--- config.mk ---
export PLATFORM = sky130hd
export DESIGN_NAME = grover_diffuse
export DESIGN_NICKNAME = d
export VERILOG_FILES = /design/src/rtl/grover_pkg.sv /design/src/rtl/amp_saturate.sv /design/src/rtl/grover_diffuse.sv
export SDC_FILE = /design/constraint.sdc
export NUM_CORES = 1
export LEC_CHECK = 0
export CAP_MARGIN = 0
export CORE_MARGIN = 5
export CORE_UTILIZATION = 50
export CTS_CLUSTER_DIAMETER = 80
export DETAILED_ROUTE_END_ITERATION = 16
export PLACE_DENSITY = 0.81
export SYNTH_ARGS = -nofsm -noshare
export SYNTH_HDL_FRONTEND = slang
export SYNTH_SLANG_ARGS = --single-unit
--- constraint.sdc ---
create_clock -name clk -period 7.32 [get_ports clk]
set_clock_uncertainty 0.05 [all_clocks]
set_input_delay 2.196 -clock clk [delete_from_list [all_inputs] [get_ports clk]]
set_output_delay 2.196 -clock clk [all_outputs]
set_load 0.05 [all_outputs]
--- src/rtl/grover_pkg.sv ---
// Shared constants, state encoding and amplitude type for the Grover datapath stages.
// Amplitudes are signed Q1.6 (64 = 1.0).
package grover_pkg;

    localparam int NUM_BIT    = 3;
    localparam int AMP_W      = 8;
    localparam int NUM_SAMPLE = 2 ** NUM_BIT;
    localparam int SUM_W      = AMP_W + NUM_BIT;
    localparam int DIFF_W     = AMP_W + 2;

    localparam logic signed [AMP_W-1:0] AMP_ONE     = 8'sd64;
    localparam logic signed [AMP_W-1:0] AMP_UNIFORM = 8'sd23;  // 1/sqrt(8) in Q1.6

    typedef enum logic [1:0] {
        IDLE,
        ACCUM,
        DIFF,
        HOLD
    } state_t;

    typedef logic signed [AMP_W-1:0] amp_t;

endpackage

--- src/rtl/amp_saturate.sv ---
// Clamp a DIFF_W-bit signed intermediate into the AMP_W-bit amplitude range.
// Purely combinational; sat flags that clamping took place.
module amp_saturate
    import grover_pkg::*;
(
    input  logic signed [DIFF_W-1:0] din,
    output logic signed [AMP_W-1:0]  dout,
    output logic                     sat
);

    localparam logic signed [DIFF_W-1:0] MAX_V = DIFF_W'(2 ** (AMP_W - 1) - 1);
    localparam logic signed [DIFF_W-1:0] MIN_V = DIFF_W'(-(2 ** (AMP_W - 1)));

    // NOTE: every output gets a default first so no path leaves one unassigned (no latch).
    always_comb begin
        sat  = 1'b0;
        dout = amp_t'(din);
        if (din > MAX_V) begin
            sat  = 1'b1;
            dout = amp_t'(MAX_V);
        end else if (din < MIN_V) begin
            sat  = 1'b1;
            dout = amp_t'(MIN_V);
        end
    end

endmodule

--- src/rtl/grover_diffuse.sv ---
// Grover diffusion stage: serially accumulates the mean of 8 amplitudes, then emits
// out_k = 2*mean - a_k with saturation, handed off through a valid/ready handshake.
module grover_diffuse
    import grover_pkg::*;
(
    input  logic                          clk,
    input  logic                          rst,
    input  logic                          in_valid,
    output logic                          in_ready,
    input  logic [NUM_SAMPLE*AMP_W-1:0]   in_amp,
    output logic                          out_valid,
    input  logic                          out_ready,
    output logic [NUM_SAMPLE*AMP_W-1:0]   out_amp,
    output logic                          out_sat,
    output logic                          busy
);

    localparam logic [NUM_BIT-1:0] LAST_IDX = NUM_BIT'(NUM_SAMPLE - 1);

    state_t                   state;
    amp_t                     amp_mem [NUM_SAMPLE];
    logic signed [SUM_W-1:0]  sum;
    logic signed [SUM_W-1:0]  sum_next;
    logic [NUM_BIT-1:0]       idx;
    amp_t                     mean;
    amp_t                     mean_next;
    amp_t                     cur;
    amp_t                     sat_amp;
    logic signed [DIFF_W-1:0] diff_val;
    logic                     sat_flag;

    // The same lane read feeds both the accumulator and the subtractor.
    always_comb begin
        cur       = amp_mem[idx];
        sum_next  = sum + {{NUM_BIT{cur[AMP_W-1]}}, cur};
        mean_next = amp_t'(sum_next >>> NUM_BIT);
        diff_val  = {mean[AMP_W-1], mean, 1'b0} - {{2{cur[AMP_W-1]}}, cur};
    end

    amp_saturate u_sat (
        .din  (diff_val),
        .dout (sat_amp),
        .sat  (sat_flag)
    );

    // NOTE: the small amplitude file is reset along with everything else so an aborted
    // vector leaves nothing behind; larger memories would normally be left unreset.
    always_ff @(posedge clk or posedge rst) begin
        if (rst) begin
            state     <= IDLE;
            in_ready  <= 1'b1;
            out_valid <= 1'b0;
            out_amp   <= '0;
            out_sat   <= 1'b0;
            busy      <= 1'b0;
            sum       <= '0;
            idx       <= '0;
            mean      <= '0;
            for (int k = 0; k < NUM_SAMPLE; k++) begin
                amp_mem[k] <= '0;
            end
        end else begin
            case (state)
                IDLE: begin
                    if (in_valid && in_ready) begin
                        for (int k = 0; k < NUM_SAMPLE; k++) begin
                            amp_mem[k] <= amp_t'(in_amp[k*AMP_W +: AMP_W]);
                        end
                        sum      <= '0;
                        idx      <= '0;
                        out_sat  <= 1'b0;
                        in_ready <= 1'b0;
                        busy     <= 1'b1;
                        state    <= ACCUM;
                    end
                end
                ACCUM: begin
                    sum <= sum_next;
                    idx <= idx + 1'b1;
                    if (idx == LAST_IDX) begin
                        mean  <= mean_next;
                        state <= DIFF;
                    end
                end
                DIFF: begin
                    out_amp[idx*AMP_W +: AMP_W] <= sat_amp;
                    out_sat <= out_sat | sat_flag;
                    idx     <= idx + 1'b1;
                    if (idx == LAST_IDX) begin
                        out_valid <= 1'b1;
                        state     <= HOLD;
                    end
                end
                HOLD: begin
                    if (out_ready) begin
                        out_valid <= 1'b0;
                        in_ready  <= 1'b1;
                        busy      <= 1'b0;
                        state     <= IDLE;
                    end
                end
                default: state <= IDLE;
            endcase
        end
    end

endmodule
==> flow_metrics.tcl <==
set metrics [dict create \
    ys_top_cells_by_area "dfrtp_1, mux2_2, ha_1" \
    syn-cell-area_um2 7580 \
    ant_nets 0 \
    critPathRequiredTime_ns 7.58 \
    initial_utilization_pct 50.4 \
    grt_pass1_wl_um 30100 \
    overflow 0 \
    place_area_um2 9100 \
    cts_buffers 17 \
    final_cell_mix "dfrtp_1, clkdlybuf4s50_1, mux2_2, nand2_1, a22o_1" \
    cp_num_buf_inv 0 \
    max-slew-margin-rel_pct 39.1 \
    critPathArrivalTime_ns 4.69 \
    clk_pin_slew_worst_paths_ns 0.07 \
    h-tree-depth 4 \
    hp-class "reg2reg" \
    fillers 1086 \
    yosysWarnings 0 \
    min_period_over_period_pct 60.6 \
    num_vias 5427 \
    drc 0 \
    cts_sinks 156 \
    cp_top_family "compound AO/OA/AOI/OAI gates" \
    outcome "completed" \
    maxCapViolations 0 \
    path_class "reg2reg" \
    finalCriticalPeriod_ns 4.44 \
    whs_ns 0.433 \
    path_cells "mux4_2 -> mux2_4 -> fa_1 -> nand2b_1 -> a21oi_1 -> o21bai_1 -> a2111oi_0 -> nor2_1 -> and2_1 -> a32o_1" \
    ctsLongestPathBuffers 2 \
    rows 45 \
    grt_max_degree 98 \
    dieWidth_um 133 \
    grt_antenna_before_repair 0 \
    drtIter0Drc 364 \
    layout_commonest_cell "dfrtp_1" \
    synthArstFlopShare_pct 100 \
    viasPerCell 5.80 \
    core_area_um2 15000 \
    post_cts_buffers 0 \
    setup_viol 0 \
    wl_per_cell_um 19.7 \
    cts_resized 0 \
    clk_latency_ns 0.43 \
    die_area_um2 17700 \
    grt_pass1_vias 5795 \
    synth_top_area_share_pct 51.2 \
    hpwlAfterDp_um 13700 \
    track_usage_pct 21.4 \
    rsz0062_at_grt "false" \
    drt_first_pass_iters 4 \
    drt-total-wl_um 18500 \
    holdBufCountCts 0 \
    synth-seq-cells 156 \
    critPathLaunchType "flip-flop" \
    synth_flop_cell "dfrtp_1" \
    timing.fmax_mhz 225 \
    synth-edff-count 0 \
    finalHoldViolCount 0 \
    critPathSlowestCell "dfrtp_1" \
    tightest_slew_ns 0.913 \
    ys_types 63 \
    syn_inst 598 \
    setup_tns_ns 0 \
    slowest_delay_ns 0.94 \
    postSynthAreaPerCell_um2 12.7 \
    portBuffers 135 \
    maxSlewViolCount 0 \
    place_ws_ns 2.95 \
    io_pins 136 \
    gp_congestion 0.903 \
    cts_root_buffer "clkbuf_16" \
    yosysTopAreaCell "dfrtp_1" \
    fin_nets 836 \
    setup_ws_ns 2.88 \
    die_h_um 133 \
    cts_tree "done" \
    drive_gt1_share_pct 21.3 \
    end_kind "flip-flop" \
    area_growth_pct 28.0 \
    diodes 0 \
    fin_area_um2 9700 \
    yosysSeqAreaShare_pct 51.5 \
    crit_fanout 21 \
    syn-num-nets 699 \
]
-- final timing paths --
kind / from / end / slack (ns) / depth (start not counted)
max: idx[1]$_DFFE_PP0P_ / out_amp[30]$_DFFE_PP0P_ / 2.88 / 10
min: out_amp[58]$_DFFE_PP0P_ / out_amp[58]$_DFFE_PP0P_ / 0.43 / 2
max reg2reg: idx[1]$_DFFE_PP0P_ / out_amp[30]$_DFFE_PP0P_ / 2.88 / 10
min reg2reg: out_amp[58]$_DFFE_PP0P_ / out_amp[58]$_DFFE_PP0P_ / 0.43 / 2
max in group asynchronous: rst / out_amp[30]$_DFFE_PP0P_ / 3.67 / 3
min in group asynchronous: rst / amp_mem[25]$_DFFE_PP0P_ / 2.25 / 2
-- logic make-up (layout without fill, tap and decap cells) --
family / after synthesis / count (layout) / synth area share, %
compound gates: 130 / 130 / 13.5
simple gates: 113 / 113 / 7.15
xor+xnor: 16 / 16 / 1.85
fa+ha+maj: 33 / 33 / 5.65
buf+inv: 48 / 198 / 2.76
flops: 156 / 156 / 51.5
mux: 102 / 102 / 17.6
-- flip-flops by register name (all words and copies together) (netlist names) --
register and count:
mean 8, amp_mem 64, busy 1, out_amp 64, in_ready 1, state 2
out_valid 1, out_sat 1, sum 11, idx 3
-- synthesized netlist by cell type, types with 2 or more instances --
master	count
dfrtp_1	155
mux2_2	84
nand2_1	53
a22o_1	34
ha_1	31
inv_1	26
nor2_1	19
a21oi_1	17
clkbuf_1	16
mux4_2	16
a32o_1	14
o21ai_0	14
xnor2_1	13
o31ai_1	11
and2_1	9
nand3_1	6
a21o_1	5
o21ai_2	5
o21bai_1	5
a31oi_1	4
nand2_2	4
nand2b_1	3
nor3_1	3
o22ai_1	3
or2_2	3
xor2_1	3
a21boi_0	2
and3b_1	2
fa_1	2
o21ai_1	2
or3_1	2
-- per-layer routing --
layer	global-route usage (%)	part of all wire, %	vias to the layer above
li1	-	-	2477
met1	27.3	41	2696
met2	35.8	50	218
met3	5.63	6.7	36
met4	7.26	2.2	0
met5	0	0	-
-- metrics by stage --
step,utilization [%],cells
6_report,64.5,936
5_1_grt,64.5,936
4_1_cts,64.5,936
3_5_place_dp,60.5,904
3_3_place_gp,60.5,904
2_1_floorplan,-,598
-- tightest hold or removal path, cell delays in order (launching register included) --
cell     delay, ns
dfrtp_1       0.35
nand2_1       0.05
o31ai_1       0.05
-- layout make-up --
type	instances	area (um^2)	area share (%)
clock buffer	17	425	4.39
clock inverter	15	175	1.81
multi-input combinational	394	3470	35.8
sequential	156	3910	40.3
inverter	27	106	1.10
tap	188	235	2.43
timing repair buffer	139	1380	14.2
Power is not shown: default switching activity piles up to over one toggle a cycle in this logic, so the estimate is an artifact.
